$ cat src/rtl/mem_stage_ctrl_pkg.sv
// Purpose : shared state encoding and memory-op codes for the MEM-stage access controller.
// Latency : n/a (types and constants only).
// Backpressure: n/a.
package mem_stage_ctrl_pkg;

    // 3-bit state encoding of the access FSM.
    typedef enum logic [2:0] {
        ST_IDLE   = 3'd0,
        ST_REQ    = 3'd1,
        ST_WAIT   = 3'd2,
        ST_DONE   = 3'd3,
        ST_HALTED = 3'd4
    } state_t;

    // mem_writeEn codes from EX/MEM; 2'b0x means no access.
    localparam logic [1:0] MEMOP_LOAD  = 2'b10;
    localparam logic [1:0] MEMOP_STORE = 2'b11;

endpackage

$ cat src/rtl/mem_stage_ctrl_if.sv
// Purpose : request/response bus between the MEM-stage controller and a multi-cycle data memory.
// Latency : n/a (wires only).
// Backpressure: mem_busy holds the request strobe; mem_done completes it.
// Ports   : mem_en/mem_wr/mem_addr/mem_wdata (controller -> memory),
//           mem_busy/mem_done/mem_rdata (memory -> controller).
interface mem_stage_ctrl_if #(
    parameter int DATA_W = 16
) ();
    logic              mem_en;
    logic              mem_wr;
    logic [DATA_W-1:0] mem_addr;
    logic [DATA_W-1:0] mem_wdata;
    logic              mem_busy;
    logic              mem_done;
    logic [DATA_W-1:0] mem_rdata;

    modport master (
        output mem_en, mem_wr, mem_addr, mem_wdata,
        input  mem_busy, mem_done, mem_rdata
    );

    modport slave (
        input  mem_en, mem_wr, mem_addr, mem_wdata,
        output mem_busy, mem_done, mem_rdata
    );
endinterface

$ cat src/rtl/mem_stage_ctrl_timeout_cnt.sv
// Purpose : WAIT-state timeout counter with synchronous clear, enable and terminal count.
// Latency : tc is combinational from the count; count updates one cycle after en.
// Backpressure: none; holds at terminal count until cleared.
// Ports   : clk, rst (async active-low), clr, en in; tc out (count == TIMEOUT-1).
module mem_stage_ctrl_timeout_cnt #(
    parameter int CNT_W   = 5,
    parameter int TIMEOUT = 16
) (
    input  logic clk,
    input  logic rst,
    input  logic clr,
    input  logic en,
    output logic tc
);
    logic [CNT_W-1:0] cnt_q;

    assign tc = (cnt_q == CNT_W'(TIMEOUT - 1));

    always_ff @(posedge clk or negedge rst) begin
        if (!rst) begin
            cnt_q <= '0;
        end else if (clr) begin
            cnt_q <= '0;
        end else if (en && !tc) begin
            cnt_q <= cnt_q + CNT_W'(1);
        end
    end
endmodule

$ cat src/rtl/mem_stage_ctrl.sv
// Purpose : MEM-stage controller turning the EX/MEM access into one request to a multi-cycle memory.
// Latency : load completing k cycles after the memory accepts it stalls the pipe k+2 cycles.
// Backpressure: re-presents the request while mem_busy; stalls upstream until mem_done or timeout.
// Ports   : clk, rst (async active-low); mem_writeEn/addr/wdata/halt from EX/MEM;
//           mem (memory bus, master side); stall, rdata, rdata_valid, err, halted to the pipeline.
// TIMEOUT must be >= 2 and 2**CNT_W must exceed TIMEOUT.
module mem_stage_ctrl
    import mem_stage_ctrl_pkg::*;
#(
    parameter int DATA_W  = 16,
    parameter int TIMEOUT = 16,
    parameter int CNT_W   = 5
) (
    input  logic              clk,
    input  logic              rst,
    input  logic [1:0]        mem_writeEn,
    input  logic [DATA_W-1:0] addr,
    input  logic [DATA_W-1:0] wdata,
    input  logic              halt,
    mem_stage_ctrl_if.master  mem,
    output logic              stall,
    output logic [DATA_W-1:0] rdata,
    output logic              rdata_valid,
    output logic              err,
    output logic              halted
);
    state_t            state_q, state_d;
    logic              wr_q;
    logic [DATA_W-1:0] addr_q;
    logic [DATA_W-1:0] wdata_q;
    logic [DATA_W-1:0] rdata_q;
    logic              err_q;

    logic access, aligned;
    logic latch_req, cap_rdata, err_d;
    logic in_wait, tc;

    assign in_wait = (state_q == ST_WAIT);

    // Counter is held at zero outside WAIT, so each WAIT visit starts from 0.
    mem_stage_ctrl_timeout_cnt #(
        .CNT_W   (CNT_W),
        .TIMEOUT (TIMEOUT)
    ) u_timeout_cnt (
        .clk (clk),
        .rst (rst),
        .clr (~in_wait),
        .en  (in_wait),
        .tc  (tc)
    );

    always_comb begin
        access    = (mem_writeEn == MEMOP_LOAD) || (mem_writeEn == MEMOP_STORE);
        aligned   = ~addr[0];
        state_d   = state_q;
        latch_req = 1'b0;
        cap_rdata = 1'b0;
        err_d     = 1'b0;
        case (state_q)
            ST_IDLE: begin
                // An access outranks halt so a halting store still completes first.
                if (access) begin
                    if (aligned) begin
                        latch_req = 1'b1;
                        state_d   = ST_REQ;
                    end else begin
                        err_d = 1'b1;
                    end
                end else if (halt) begin
                    state_d = ST_HALTED;
                end
            end
            ST_REQ: begin
                if (!mem.mem_busy) begin
                    state_d = ST_WAIT;
                end
            end
            ST_WAIT: begin
                // mem_done wins over a timeout landing in the same cycle.
                if (mem.mem_done) begin
                    cap_rdata = ~wr_q;
                    state_d   = ST_DONE;
                end else if (tc) begin
                    err_d   = 1'b1;
                    state_d = ST_IDLE;
                end
            end
            ST_DONE: begin
                // Access inputs still show the retiring instruction here; only halt matters.
                state_d = halt ? ST_HALTED : ST_IDLE;
            end
            ST_HALTED: begin
                state_d = ST_HALTED;
            end
            default: begin
                state_d = ST_IDLE;
            end
        endcase
    end

    always_ff @(posedge clk or negedge rst) begin
        if (!rst) begin
            state_q <= ST_IDLE;
            wr_q    <= 1'b0;
            addr_q  <= '0;
            wdata_q <= '0;
            rdata_q <= '0;
            err_q   <= 1'b0;
        end else begin
            state_q <= state_d;
            err_q   <= err_d;
            if (latch_req) begin
                wr_q    <= (mem_writeEn == MEMOP_STORE);
                addr_q  <= addr;
                wdata_q <= wdata;
            end
            if (cap_rdata) begin
                rdata_q <= mem.mem_rdata;
            end
        end
    end

    assign mem.mem_en    = (state_q == ST_REQ);
    assign mem.mem_wr    = (state_q == ST_REQ) & wr_q;
    assign mem.mem_addr  = addr_q;
    assign mem.mem_wdata = wdata_q;

    // Gated by rst so stall reads 0 while reset is held even with an access on the inputs.
    assign stall = rst & (((state_q == ST_IDLE) & access & aligned)
                          | (state_q == ST_REQ) | in_wait);

    assign rdata       = rdata_q;
    assign rdata_valid = (state_q == ST_DONE) & ~wr_q;
    assign err         = err_q;
    assign halted      = (state_q == ST_HALTED);
endmodule

$ cat src/flat_wrapper.sv
// flat-port wrapper written by rule: the top's interface ports become plain ports
module mem_stage_ctrl_flat import mem_stage_ctrl_pkg::*;
#(
    parameter int DATA_W  = 16,
    parameter int TIMEOUT = 16,
    parameter int CNT_W   = 5
)
  (clk, rst, mem_writeEn, addr, wdata, halt, stall, rdata, rdata_valid, err, halted, mem_mem_en, mem_mem_wr, mem_mem_addr, mem_mem_wdata, mem_mem_busy, mem_mem_done, mem_mem_rdata);
  mem_stage_ctrl_if #(.DATA_W(DATA_W)) mem_i ();
  input  logic clk;
  input  logic rst;
  input  logic [1:0] mem_writeEn;
  input  logic [DATA_W-1:0] addr;
  input  logic [DATA_W-1:0] wdata;
  input  logic halt;
  output logic stall;
  output logic [DATA_W-1:0] rdata;
  output logic rdata_valid;
  output logic err;
  output logic halted;
  output wire logic [$bits(mem_i.mem_en)-1:0] mem_mem_en;
  output wire logic [$bits(mem_i.mem_wr)-1:0] mem_mem_wr;
  output wire logic [$bits(mem_i.mem_addr)-1:0] mem_mem_addr;
  output wire logic [$bits(mem_i.mem_wdata)-1:0] mem_mem_wdata;
  input wire logic [$bits(mem_i.mem_busy)-1:0] mem_mem_busy;
  input wire logic [$bits(mem_i.mem_done)-1:0] mem_mem_done;
  input wire logic [$bits(mem_i.mem_rdata)-1:0] mem_mem_rdata;
  assign mem_mem_en = mem_i.mem_en;
  assign mem_mem_wr = mem_i.mem_wr;
  assign mem_mem_addr = mem_i.mem_addr;
  assign mem_mem_wdata = mem_i.mem_wdata;
  assign mem_i.mem_busy = mem_mem_busy;
  assign mem_i.mem_done = mem_mem_done;
  assign mem_i.mem_rdata = mem_mem_rdata;
  mem_stage_ctrl #(.DATA_W(DATA_W), .TIMEOUT(TIMEOUT), .CNT_W(CNT_W)) u_core (.clk(clk), .rst(rst), .mem_writeEn(mem_writeEn), .addr(addr), .wdata(wdata), .halt(halt), .mem(mem_i), .stall(stall), .rdata(rdata), .rdata_valid(rdata_valid), .err(err), .halted(halted));
endmodule
$ cat config.mk
export PLATFORM = sky130hd
export DESIGN_NAME = mem_stage_ctrl_flat
export DESIGN_NICKNAME = d
export VERILOG_FILES = /design/src/rtl/mem_stage_ctrl_pkg.sv /design/src/rtl/mem_stage_ctrl_if.sv /design/src/rtl/mem_stage_ctrl_timeout_cnt.sv /design/src/rtl/mem_stage_ctrl.sv /design/src/flat_wrapper.sv
export SDC_FILE = /design/constraint.sdc
export NUM_CORES = 1
export LEC_CHECK = 0
export CAP_MARGIN = 20
export CORE_ASPECT_RATIO = 2
export CORE_UTILIZATION = 41
export DETAILED_ROUTE_END_ITERATION = 12
export PLACE_DENSITY_LB_ADDON = 0.3
export REMOVE_ABC_BUFFERS = 1
export SETUP_SLACK_MARGIN = 0.3
export SLEW_MARGIN = 20
export SYNTH_ARGS = -nofsm -noshare
export SYNTH_HDL_FRONTEND = slang
export SYNTH_SLANG_ARGS = --single-unit
$ cat constraint.sdc
create_clock -name clk -period 2.5 [get_ports clk]
set_input_delay 0.625 -clock clk [delete_from_list [all_inputs] [get_ports clk]]
set_output_delay 0.625 -clock clk [all_outputs]
set_load 0.02 [all_outputs]
==> results of run 1 <==
==> through the flow <==
stage          power [mW]  instance area [um^2]  util (%)  setup TNS (ns)  setup slack (ns)
3_3_place_gp         3.94                  3580      62.7           -6.99            -0.791
2_1_floorplan        2.87                  2380         -          -0.752            -0.752
4_1_cts              5.07                  3850      67.5               0            0.0860
5_1_grt              5.26                  3840      67.3               0            0.0566
3_5_place_dp         3.98                  3580      62.7           -7.94            -0.864
6_report             5.01                  3840      67.3               0             0.111
==> state kept, by name (all words and copies together), names as in the netlist <==
name                        cells
u_core.mem.mem_addr            16
u_core.mem.mem_wdata           16
u_core.rdata                   16
u_core.u_timeout_cnt.cnt_q      5
u_core.state_q                  3
u_core.err                      1
u_core.wr_q                     1
==> worst max-delay path, stage by stage <==
cell	delay, ns
sky130_fd_sc_hd__buf_6	0.09
sky130_fd_sc_hd__or3b_4	0.38
sky130_fd_sc_hd__or3_4	0.38
sky130_fd_sc_hd__a21boi_2	0.15
sky130_fd_sc_hd__buf_6	0.13
==> per-layer routing <==
metal	wire length (um)	vias up	track usage [%]
met4	201	0	13.0
li1	-	785	-
met5	0	-	0
met1	1970	800	18.7
met2	2900	74	30.6
met3	304	16	5.72
==> cells by family (layout without fill, tap and decap cells) <==
logic type,after synthesis,count (layout),share of synthesized area (%)
adder cells (fa/ha/maj),2,2,1.02
XOR/XNOR,3,3,1.08
buffers and inverters,12,133,2.87
AND/OR/NAND/NOR,26,26,6.30
AO/OA/AOI/OAI,8,8,2.05
flip-flops,58,58,59.4
multiplexers,50,50,27.3
==> timing repair <==
item / 4_1_cts / 5_1_grt
pin swaps: 3 / 1
setup buffers: 1 / 0
gates resized for setup: 28 / 5
endpoints found under the setup margin: 38 / 4
==> worst min path at each step <==
stage / startpoint / to / slack (ns) / cells after the start
6_report: rst / u_core.state_q[0] / 0.47 / 2
2_1_floorplan: rst / u_core.err / 0.33 / 0
3_5_place_dp: u_core.mem.mem_addr[0] / u_core.mem.mem_addr[0] / 0.47 / 1
4_1_cts: rst / u_core.mem.mem_wdata[7] / 0.50 / 2
5_1_grt: u_core.rdata[9] / u_core.rdata[9] / 0.51 / 1
3_3_place_gp: u_core.mem.mem_addr[0] / u_core.mem.mem_addr[0] / 0.48 / 1
==> cells in the mapped netlist, types with 2 or more instances <==
master / count
sky130_fd_sc_hd__dfrtp_1: 58
sky130_fd_sc_hd__mux2_4: 28
sky130_fd_sc_hd__mux2_2: 20
sky130_fd_sc_hd__nor2_1: 8
sky130_fd_sc_hd__a21oi_1: 4
sky130_fd_sc_hd__and2_1: 3
sky130_fd_sc_hd__buf_6: 3
sky130_fd_sc_hd__clkbuf_1: 3
sky130_fd_sc_hd__inv_1: 3
sky130_fd_sc_hd__nand4b_1: 3
sky130_fd_sc_hd__nor3b_1: 3
sky130_fd_sc_hd__buf_2: 2
sky130_fd_sc_hd__ha_1: 2
sky130_fd_sc_hd__mux2i_1: 2
sky130_fd_sc_hd__nand2_1: 2
sky130_fd_sc_hd__nand2b_1: 2
sky130_fd_sc_hd__xor2_1: 2
==> report_power, final <==
part	leakage [nW]	switching (mW)	total [mW]	internal (mW)
sequential	0.715	0.258	1.63	1.37
clock	0.129	0.386	1.04	0.655
combinational	0.929	1.01	2.34	1.34
==> layout make-up <==
cell class | instances | area [um^2] | area share, %
clock buffer | 11 | 233 | 6.05
clock inverter | 4 | 20.0 | 0.521
inverter | 3 | 11.3 | 0.293
multi-input combinational | 89 | 937 | 24.4
sequential | 58 | 1450 | 37.8
tap | 61 | 76.3 | 1.99
timing repair buffer | 115 | 1110 | 29.0
==> metrics.log, run 1 <==
[metrics] slew at the pin with the worst max-slew slack: 0.726 ns
[metrics] GRT Resource Usage Total: 18.3%
[metrics] die extent in y: 111 um
[metrics] sort of element at the end of the critical path: primary output
[metrics] power density over the cells: 1300 mW/mm^2
[metrics] number of global-route vias before repair: 1790
[metrics] antenna violations before repair: 0
[metrics] clock tree from TritonCTS: yes
[metrics] I/O Pins: 109
[metrics] Non-Filler Instances: 341
[metrics] outcome: finished, final reports clean
[metrics] critical path data required time: 1.88 ns
[metrics] number of buffer cells added on primary ports: 108
[metrics] Slew Viols, Final: 0
[metrics] deepest clock path buffer count: 2
[metrics] maximum vdd drop: 0.933 mV
[metrics] leakage power summed over all cells: 1.77 nW
[metrics] clk_lat worst skew: 0.32 ns
[metrics] worst-case clock skew: 0.00278 ns
[metrics] top cell type's share of synthesized area: 59.4%
[metrics] FF-to-FF Start: u_core.state_q[1]
[metrics] final critical-path required period: 2.39 ns
[metrics] synthesis-to-finish area growth: 57.4%
[metrics] quantity of hold-fixing buffers added after cts: 0
[metrics] horizontal die dimension: 56.6 um
[metrics] detailed placement HPWL: 3750 um
[metrics] type of origin of the critical path: input port
[metrics] start point of the critical path: addr[0]
[metrics] Mapped Avg Cell Area: 15.4 um^2
[metrics] DRT antenna net count: 0
[metrics] class of the most critical setup path: in2out
[metrics] number of cells in the design after placement: 325
[metrics] largest net degree at the start of global routing: 59
[metrics] max-slew headroom at the worst pin: 51.6%
[metrics] RSZ-0062 raised after global routing: yes
[metrics] setup slack, reg-to-reg: 0.41 ns
[metrics] number of instances in the synthesized netlist: 159
[metrics] part of the Yosys area used for sequential elements: 59.4%
[metrics] Starting Density: 42.8%
[metrics] flip-flop and latch count after synthesis: 58
[metrics] share of layout cells above drive strength 1: 28.2%
[metrics] final wirelength: 5370 um
[metrics] number of fill cells in the layout: 433
[metrics] maximum clock frequency: 419 MHz
[metrics] number of optimization iterations in the first detailed-route pass: 3
[metrics] worst hold slack across all endpoints: 0.468 ns
[metrics] Hold Crit Class: in2async
[metrics] Congestion Overflow GR: 0
[metrics] wire length of the first global-routing pass: 8560 um
[metrics] total number of placement rows: 39
[metrics] Reg clk slew, reported paths: 0.05 ns
[metrics] drt via density: 4.91
[metrics] number of levels the H-tree was split into: 3
[metrics] highest-count cells in the layout ignoring fill and taps: sky130_fd_sc_hd__clkdlybuf4s50_1, sky130_fd_sc_hd__dfrtp_1, sky130_fd_sc_hd__mux2_4
[metrics] Cell variety after synth: 28
[metrics] wire length per cell after detailed routing: 15.8 um
[metrics] Final setup violation count: 0
[metrics] vias after detailed routing: 1675
[metrics] endpoints failing hold: 0
[metrics] final worst-path cycle share: 95.6%
[metrics] cell depth of the worst flop-to-flop path: 5
[metrics] number of sinks on the clock net: 58
[metrics] reported max-cap violation count: 0
[metrics] drt drc: 0
[metrics] most frequently used flop master after synthesis: sky130_fd_sc_hd__dfrtp_1
[metrics] Iteration-0 DRC Markers: 35
[metrics] most frequent standard cell in the layout excluding fill and tap cells: sky130_fd_sc_hd__clkdlybuf4s50_1
[metrics] number of antenna diodes: 0
[metrics] post-synthesis cell area: 0.00244 mm^2
[metrics] clock buffer count from CTS: 9
[metrics] overall die area: 0.00629 mm^2
[metrics] Setup crit end: stall
[metrics] number of synthesis warnings: 0
[metrics] number of nets in the final layout: 333
[metrics] async set or reset register ratio after synthesis: 100%
[metrics] critical path arrival: 1.76 ns
[metrics] number of enable-type register cells in the synthesized netlist: 0
[metrics] cells taking the most area after synthesis: sky130_fd_sc_hd__dfrtp_1, sky130_fd_sc_hd__mux2_4, sky130_fd_sc_hd__mux2_2, sky130_fd_sc_hd__buf_6, sky130_fd_sc_hd__nor2_1
[metrics] area of the core: 0.00571 mm^2
[metrics] RD Place Congestion: 0.773
[metrics] endpoint of the lowest-slack register-to-register path: u_core.mem.mem_addr[6]
[metrics] post-synth top area cell: sky130_fd_sc_hd__dfrtp_1
[metrics] Worst Path Max Fanout: 2
[metrics] Clock Tree Root: sky130_fd_sc_hd__clkbuf_16
No activity file was read; power rests on OpenSTA's default activity.
==> run 2, diff against run 1 <==
CORE_UTILIZATION = 42   (was 41)
TNS_END_PERCENT = 1   (was unset)
==> metrics.log, run 2 (synthesized netlist as in run 1, its figures left out) <==
[metrics] maximum vdd drop: 1.05 mV (was 0.933 mV)
[metrics] reported max-cap violation count: 0 (unchanged)
[metrics] power dissipated by switching net loads: 1.65 mW (about the same)
[metrics] quantity of hold-fixing buffers added after cts: 0 (unchanged)
[metrics] max incr delay on CP: 0.39 ns (was 0.38 ns)
[metrics] max-slew headroom at the worst pin: 51.9% (was 51.6%)
[metrics] critical path's top delay family: simple AND/OR/NAND/NOR gates (unchanged)
[metrics] number of fill cells in the layout: 393 (was 433)
[metrics] die extent in y: 110 um (was 111 um)
[metrics] wire length per cell after detailed routing: 14.7 um (was 15.8 um)
[metrics] Final setup violation count: 0 (unchanged)
[metrics] antenna violations before repair: 0 (unchanged)
[metrics] area of the core: 0.00566 mm^2 (was 0.00571 mm^2)
[metrics] Hold Crit Class: in2async (unchanged)
[metrics] number of optimization iterations in the first detailed-route pass: 4 (was 3)
[metrics] type of origin of the critical path: input port (unchanged)
[metrics] Reg clk slew, reported paths: 0.05 ns (about the same)
[metrics] post-layout utilization of the core: 70.3% (was 67.3%)
[metrics] register cell area after layout: 0.00145 mm^2 (about the same)
[metrics] DRT antenna net count: 0 (unchanged)
[metrics] class of the most critical setup path: in2out (unchanged)
[metrics] final wirelength: 5050 um (was 5370 um)
[metrics] vias after detailed routing: 1655 (was 1675)
[metrics] Slew Viols, Final: 0 (unchanged)
[metrics] largest net degree at the start of global routing: 59 (unchanged)
[metrics] number of nets in the final layout: 334 (was 333)
[metrics] overall die area: 0.00614 mm^2 (was 0.00629 mm^2)
[metrics] RSZ-0062 raised after global routing: yes (unchanged)
[metrics] drt via density: 4.83 (was 4.91)
[metrics] number of sinks on the clock net: 58 (unchanged)
[metrics] GRT Resource Usage Total: 17.2% (was 18.3%)
[metrics] power density over the cells: 1370 mW/mm^2 (was 1300 mW/mm^2)
[metrics] horizontal die dimension: 55.9 um (was 56.6 um)
[metrics] clock tree from TritonCTS: yes (unchanged)
[metrics] multi-input gate area in the final layout: 937 um^2 (unchanged)
[metrics] Congestion Overflow GR: 0 (unchanged)
[metrics] maximum clock frequency: 426 MHz (was 419 MHz)
[metrics] clock buffer count from CTS: 9 (unchanged)
[metrics] drt drc: 0 (unchanged)
[metrics] Comb pwr share: 43.0% (was 46.7%)
[metrics] endpoints failing hold: 0 (unchanged)
[metrics] number of antenna diodes: 0 (unchanged)
[metrics] synthesis-to-finish area growth: 62.9% (was 57.4%)
[metrics] Clock Tree Root: sky130_fd_sc_hd__clkbuf_16 (unchanged)
[metrics] number of global-route vias before repair: 1685 (was 1790)
[metrics] most frequent standard cell in the layout excluding fill and tap cells: sky130_fd_sc_hd__clkdlybuf4s50_1 (unchanged)
[metrics] leakage power summed over all cells: 1.85 nW (was 1.77 nW)
[metrics] Pint: 3.82 mW (was 3.36 mW)
[metrics] highest-count cells in the layout ignoring fill and taps: sky130_fd_sc_hd__clkdlybuf4s50_1, sky130_fd_sc_hd__dfrtp_1, sky130_fd_sc_hd__mux2_4 (unchanged)
[metrics] wire length of the first global-routing pass: 7890 um (was 8560 um)
[metrics] portion of total power attributed to the clock network: 27.3% (was 20.8%)
[metrics] switch share: 30.2% (was 32.9%)
[metrics] total number of placement rows: 39 (unchanged)
[metrics] Cell Chain, Critical Path: buf_6 -> or3b_4 -> or3_4 -> a21boi_2 -> buf_6 (unchanged)
[metrics] number of buffer cells added on primary ports: 108 (unchanged)
[metrics] final critical-path required period: 2.35 ns (was 2.39 ns)
[metrics] share of layout cells above drive strength 1: 28.0% (was 28.2%)
[metrics] Iteration-0 DRC Markers: 26 (was 35)
[metrics] worst hold slack across all endpoints: 0.474 ns (was 0.468 ns)
[metrics] CP Buf/Inv Count: 2 (unchanged)
[metrics] Starting Density: 43.1% (was 42.8%)
[metrics] clk_lat worst skew: 0.32 ns (about the same)
[metrics] I/O Pins: 109 (unchanged)
[metrics] Worst Path Max Fanout: 2 (unchanged)
[metrics] sort of element at the end of the critical path: primary output (unchanged)
[metrics] number of levels the H-tree was split into: 3 (unchanged)
[metrics] deepest clock path buffer count: 2 (unchanged)
[metrics] final worst-path cycle share: 94.0% (was 95.6%)
[metrics] cell type with the highest occurrence count on the critical path: sky130_fd_sc_hd__buf_6 (unchanged)
[metrics] detailed placement HPWL: 3480 um (was 3750 um)
[metrics] worst-case clock skew: 0.00754 ns (was 0.00278 ns)
[metrics] critical path data required time: 1.88 ns (about the same)
[metrics] relative contribution of sequential cells to total power: 29.7% (was 32.5%)
[metrics] sum of internal, switching and leakage power: 5.47 mW (was 5.01 mW)
[metrics] RD Place Congestion: 0.781 (was 0.773)
[metrics] critical path arrival: 1.72 ns (was 1.76 ns)
[metrics] outcome: finished, final reports clean (unchanged)
[metrics] Critical-path top delay cell: sky130_fd_sc_hd__or3b_4 (unchanged)
[metrics] slew at the pin with the worst max-slew slack: 0.721 ns (was 0.726 ns)
## run 2: per-stage QoR
step,setup WS [ns],area (um^2),cells,TNS [ns]
finish,0.151,3980,343,0
global route,0.101,3980,343,0
CTS,0.0842,3970,343,0
detailed placement,-0.815,3590,326,-7.04
global placement,-0.796,3590,326,-6.70
floorplan,-0.752,2380,150,-0.752
## run 2: worst register-to-register path, cell delays in order, from the launching register on
cell	delay, ns
sky130_fd_sc_hd__dfrtp_1	0.38
sky130_fd_sc_hd__or3b_4	0.38
sky130_fd_sc_hd__or3_4	0.35
sky130_fd_sc_hd__buf_4	0.15
sky130_fd_sc_hd__buf_4	0.29
sky130_fd_sc_hd__mux2_4	0.38
## run 2: layout make-up
class / instances / area share (%)
multi-input combinational: 89 / 23.6
sequential: 58 / 36.5
clock buffer: 11 / 6.10
clock inverter: 5 / 3.15
tap: 61 / 1.92
inverter: 3 / 0.283
timing repair buffer: 116 / 28.5
## run 2: metal layers
metal	part of all wire, %	wire length (um)	vias to the layer above	GRT usage (%)
met1	37	1880	797	18.6
met3	4.9	246	6	5.18
li1	-	-	792	-
met2	57	2860	60	30.5
met5	0	0	-	0
met4	1.2	60	0	8.71
## run 2: final timing paths
| kind | startpoint | end | slack [ns] | depth (start not counted) |
|---|---|---|---|---|
| setup reg to reg | u_core.state_q[1] | u_core.mem.mem_wdata[7] | 0.46 | 5 |
| setup / recovery | addr[0] | stall | 0.15 | 5 |
| hold / removal | rst | u_core.state_q[2] | 0.47 | 2 |
| hold reg to reg | u_core.mem.mem_addr[0] | u_core.mem.mem_addr[0] | 0.50 | 1 |
| max in group asynchronous | rst | u_core.mem.mem_wdata[12] | 1.55 | 2 |
| min in group clk | u_core.mem.mem_addr[0] | u_core.mem.mem_addr[0] | 0.50 | 1 |
## run 2: what timing repair did
item | in CTS | in global routing
buffers inserted | 1 | 0
setup endpoints to repair | 38 | 5
gates cloned | 0 | 0
gates resized for setup | 21 | 2
pin swaps | 3 | 2
## run 2: power groups by stage
stage / combinational [mW] / clock, mW / sequential [mW]
final: 2.35 / 1.49 / 1.63
after global routing: 2.48 / 1.57 / 1.68
after CTS: 2.37 / 1.53 / 1.63
after detailed placement: 2.35 / 0 / 1.62
after global placement: 2.32 / 0 / 1.61
after floorplan: 0.763 / 0 / 2.10
==> run 3, diff against run 2 <==
CORE_UTILIZATION = 41   (was 42)
SYNTH_HIERARCHICAL = 1   (was unset)
==> metrics.log, run 3 <==
[metrics] total number of placement rows: 38 (was 39)
[metrics] Cell variety after synth: 35 (was 28)
[metrics] post-synthesis cell area: 0.00236 mm^2 (was 0.00244 mm^2)
[metrics] number of levels the H-tree was split into: 3 (unchanged)
[metrics] CP Buf/Inv Count: 3 (was 2)
[metrics] flip-flop and latch count after synthesis: 58 (unchanged)
[metrics] RSZ-0062 raised after global routing: yes (unchanged)
[metrics] part of the Yosys area used for sequential elements: 61.4% (was 59.4%)
[metrics] async set or reset register ratio after synthesis: 100% (unchanged)
[metrics] Final setup violation count: 0 (unchanged)
[metrics] antenna violations before repair: 0 (unchanged)
[metrics] worst hold slack across all endpoints: 0.480 ns (was 0.474 ns)
[metrics] Slew Viols, Final: 0 (unchanged)
[metrics] quantity of hold-fixing buffers added after cts: 0 (unchanged)
[metrics] Iteration-0 DRC Markers: 35 (was 26)
[metrics] design area: 0.00364 mm^2 (was 0.00398 mm^2)
[metrics] final worst-path cycle share: 94.7% (was 94.0%)
[metrics] critical path's top delay family: buffers and inverters (was simple AND/OR/NAND/NOR gates)
[metrics] start point of the critical path: mem_writeEn[1] (was addr[0])
[metrics] wire length per cell after detailed routing: 15.7 um (was 14.7 um)
[metrics] most frequently used flop master after synthesis: sky130_fd_sc_hd__dfrtp_1 (unchanged)
[metrics] critical path arrival: 1.74 ns (was 1.72 ns)
[metrics] leakage power summed over all cells: 1.61 nW (was 1.85 nW)
[metrics] type of origin of the critical path: input port (unchanged)
[metrics] clock buffer count from CTS: 9 (unchanged)
[metrics] class of the most critical setup path: in2out (unchanged)
[metrics] share of layout cells above drive strength 1: 25.0% (was 28.0%)
[metrics] vias after detailed routing: 1697 (was 1655)
[metrics] number of antenna diodes: 0 (unchanged)
[metrics] Starting Density: 43.2% (was 43.1%)
[metrics] number of optimization iterations in the first detailed-route pass: 4 (unchanged)
[metrics] die extent in y: 109 um (was 110 um)
[metrics] I/O Pins: 109 (unchanged)
[metrics] Worst Path Max Fanout: 2 (unchanged)
[metrics] maximum vdd drop: 0.790 mV (was 1.05 mV)
[metrics] endpoints failing hold: 0 (unchanged)
[metrics] cell types with the highest counts after synthesis: sky130_fd_sc_hd__dfrtp_1, sky130_fd_sc_hd__mux2_2, sky130_fd_sc_hd__nor2_1 (was sky130_fd_sc_hd__dfrtp_1, sky130_fd_sc_hd__mux2_4, sky130_fd_sc_hd__mux2_2)
[metrics] Hold Crit Class: in2async (unchanged)
[metrics] number of nets in the final layout: 330 (was 334)
[metrics] number of enable-type register cells in the synthesized netlist: 0 (unchanged)
[metrics] FF-to-FF Start: u_core/state_q[0] (was u_core.state_q[1])
[metrics] outcome: finished, final reports clean (unchanged)
[metrics] number of cells in the design after placement: 322 (was 326)
[metrics] detailed placement HPWL: 3830 um (was 3480 um)
[metrics] endpoint of the lowest-slack register-to-register path: u_core/mem.mem_wdata[3] (was u_core.mem.mem_wdata[7])
[metrics] cells taking the most area after synthesis: sky130_fd_sc_hd__dfrtp_1, sky130_fd_sc_hd__mux2_2, sky130_fd_sc_hd__buf_6, sky130_fd_sc_hd__mux2_1, sky130_fd_sc_hd__nor2_1 (was sky130_fd_sc_hd__dfrtp_1, sky130_fd_sc_hd__mux2_4, sky130_fd_sc_hd__mux2_2, sky130_fd_sc_hd__buf_6, sky130_fd_sc_hd__nor2_1)
[metrics] Setup crit end: stall (unchanged)
[metrics] drt drc: 0 (unchanged)
[metrics] clock tree from TritonCTS: yes (unchanged)
[metrics] pre-CTS setup slack: -0.315 ns (was -0.815 ns)
[metrics] deepest clock path buffer count: 2 (unchanged)
[metrics] horizontal die dimension: 55.7 um (was 55.9 um)
[metrics] Mapped Avg Cell Area: 15.2 um^2 (was 15.4 um^2)
[metrics] wire length of the first global-routing pass: 8510 um (was 7890 um)
[metrics] RD Place Congestion: 0.729 (was 0.781)
[metrics] overall die area: 0.00609 mm^2 (was 0.00614 mm^2)
[metrics] Congestion Overflow GR: 0 (unchanged)
[metrics] number of buffer cells added on primary ports: 108 (unchanged)
[metrics] top cell type's share of synthesized area: 61.4% (was 59.4%)
[metrics] Cell Chain, Critical Path: clkdlybuf4s50_1 -> inv_1 -> nor4b_4 -> o31a_1 -> buf_2 (was buf_6 -> or3b_4 -> or3_4 -> a21boi_2 -> buf_6)
[metrics] area of the core: 0.00547 mm^2 (was 0.00566 mm^2)
[metrics] drt via density: 5.05 (was 4.83)
[metrics] worst-case clock skew: 0.00517 ns (was 0.00754 ns)
[metrics] maximum clock frequency: 423 MHz (was 426 MHz)
[metrics] Non-Filler Instances: 336 (was 343)
[metrics] DRT antenna net count: 0 (unchanged)
[metrics] synthesis-to-finish area growth: 54.1% (was 62.9%)
[metrics] number of instances in the synthesized netlist: 156 (was 159)
[metrics] final critical-path required period: 2.37 ns (was 2.35 ns)
[metrics] max incr delay on CP: 0.47 ns (was 0.39 ns)
[metrics] largest net degree at the start of global routing: 59 (unchanged)
[metrics] number of global-route vias before repair: 1844 (was 1685)
[metrics] max-slew headroom at the worst pin: 50.7% (was 51.9%)
[metrics] Crit. path cell count: 5 (unchanged)
[metrics] cell depth of the worst flop-to-flop path: 4 (was 5)
[metrics] critical path data required time: 1.88 ns (about the same)
[metrics] sum of internal, switching and leakage power: 3.95 mW (was 5.47 mW)
[metrics] final wirelength: 5270 um (was 5050 um)
[metrics] number of sinks on the clock net: 58 (unchanged)
[metrics] Clock Tree Root: sky130_fd_sc_hd__clkbuf_8 (was sky130_fd_sc_hd__clkbuf_16)
[metrics] placed inst area: 0.00350 mm^2 (was 0.00359 mm^2)
[metrics] GRT Resource Usage Total: 18.9% (was 17.2%)
[metrics] clk_lat worst skew: 0.33 ns (was 0.32 ns)
[metrics] reported max-cap violation count: 0 (unchanged)
[metrics] slew at the pin with the worst max-slew slack: 0.740 ns (was 0.721 ns)
[metrics] number of synthesis warnings: 6 (was 0)
[metrics] setup slack, reg-to-reg: 0.63 ns (was 0.46 ns)
[metrics] most frequent standard cell in the layout excluding fill and tap cells: sky130_fd_sc_hd__clkdlybuf4s50_1 (unchanged)
[metrics] post-route setup slack: 0.134 ns (was 0.151 ns)
[metrics] highest-count cells in the layout ignoring fill and taps: sky130_fd_sc_hd__clkdlybuf4s50_1, sky130_fd_sc_hd__dfrtp_1, sky130_fd_sc_hd__mux2_2 (was sky130_fd_sc_hd__clkdlybuf4s50_1, sky130_fd_sc_hd__dfrtp_1, sky130_fd_sc_hd__mux2_4)
[metrics] sort of element at the end of the critical path: primary output (unchanged)
[metrics] Critical-path top delay cell: sky130_fd_sc_hd__clkdlybuf4s50_1 (was sky130_fd_sc_hd__or3b_4)
[metrics] post-synth top area cell: sky130_fd_sc_hd__dfrtp_1 (unchanged)
[metrics] power density over the cells: 1080 mW/mm^2 (was 1370 mW/mm^2)
[metrics] most instantiated library cell after synthesis: sky130_fd_sc_hd__dfrtp_1 (unchanged)
[metrics] Reg clk slew, reported paths: 0.06 ns (was 0.05 ns)
[metrics] Post-CTS Setup Inserts: 0 (was 1)
-- run 3: per-layer routing --
metal	part of all wire [%]	global-route usage [%]	up-vias
met5	0	0	-
met4	3.5	13.2	0
met1	34	18.5	842
met2	57	34.1	64
li1	-	-	778
met3	5.4	5.18	13
-- run 3: cell type report --
class | instances | area, um^2
fillers | 419 | 1820
clock buffers | 14 | 153
flip-flops and latches | 58 | 1450
repair buffers | 111 | 1090
inverters | 3 | 11.3
well taps | 60 | 75.1
multi-input cells | 90 | 860
-- run 3: through the flow --
stage | TNS, ns | utilization, %
floorplan | -0.348 | -
global placement | -0.301 | 63.9
detailed placement | -0.315 | 63.9
CTS | 0 | 66.6
global route | 0 | 66.6
finish | 0 | 66.6
-- run 3: timing repair --
item	in CTS	in global routing
endpoints found under the hold margin	0	0
resized for setup	8	1
pin swaps	0	0
setup endpoints to repair	5	5
-- run 3: how the worst min path moves through the flow --
stage | start | end | slack [ns] | cells after the start
2_1_floorplan | rst | u_core/err | 0.33 | 0
3_3_place_gp | u_core/mem.mem_addr[15] | u_core/mem.mem_addr[15] | 0.47 | 1
3_5_place_dp | u_core/mem.mem_addr[15] | u_core/mem.mem_addr[15] | 0.48 | 1
4_1_cts | u_core/mem.mem_addr[15] | u_core/mem.mem_addr[15] | 0.50 | 1
5_1_grt | u_core/mem.mem_wdata[2] | u_core/mem.mem_wdata[2] | 0.52 | 1
6_report | rst | u_core/mem.mem_addr[14] | 0.48 | 2
-- run 3: cell families after synthesis --
kind of cell             synth area share, %
XOR/XNOR                               0.741
AND/OR/NAND/NOR                         8.25
multiplexers                            24.2
AO/OA/AOI/OAI                           2.12
buffers and inverters                   2.27
flip-flops                              61.4
adder cells (fa/ha/maj)                 1.06
-- run 3: where the power goes --
part / switching [mW] / internal, mW
Sequential: 0.199 / 1.29
Combinational: 0.791 / 0.973
Clock: 0.321 / 0.377
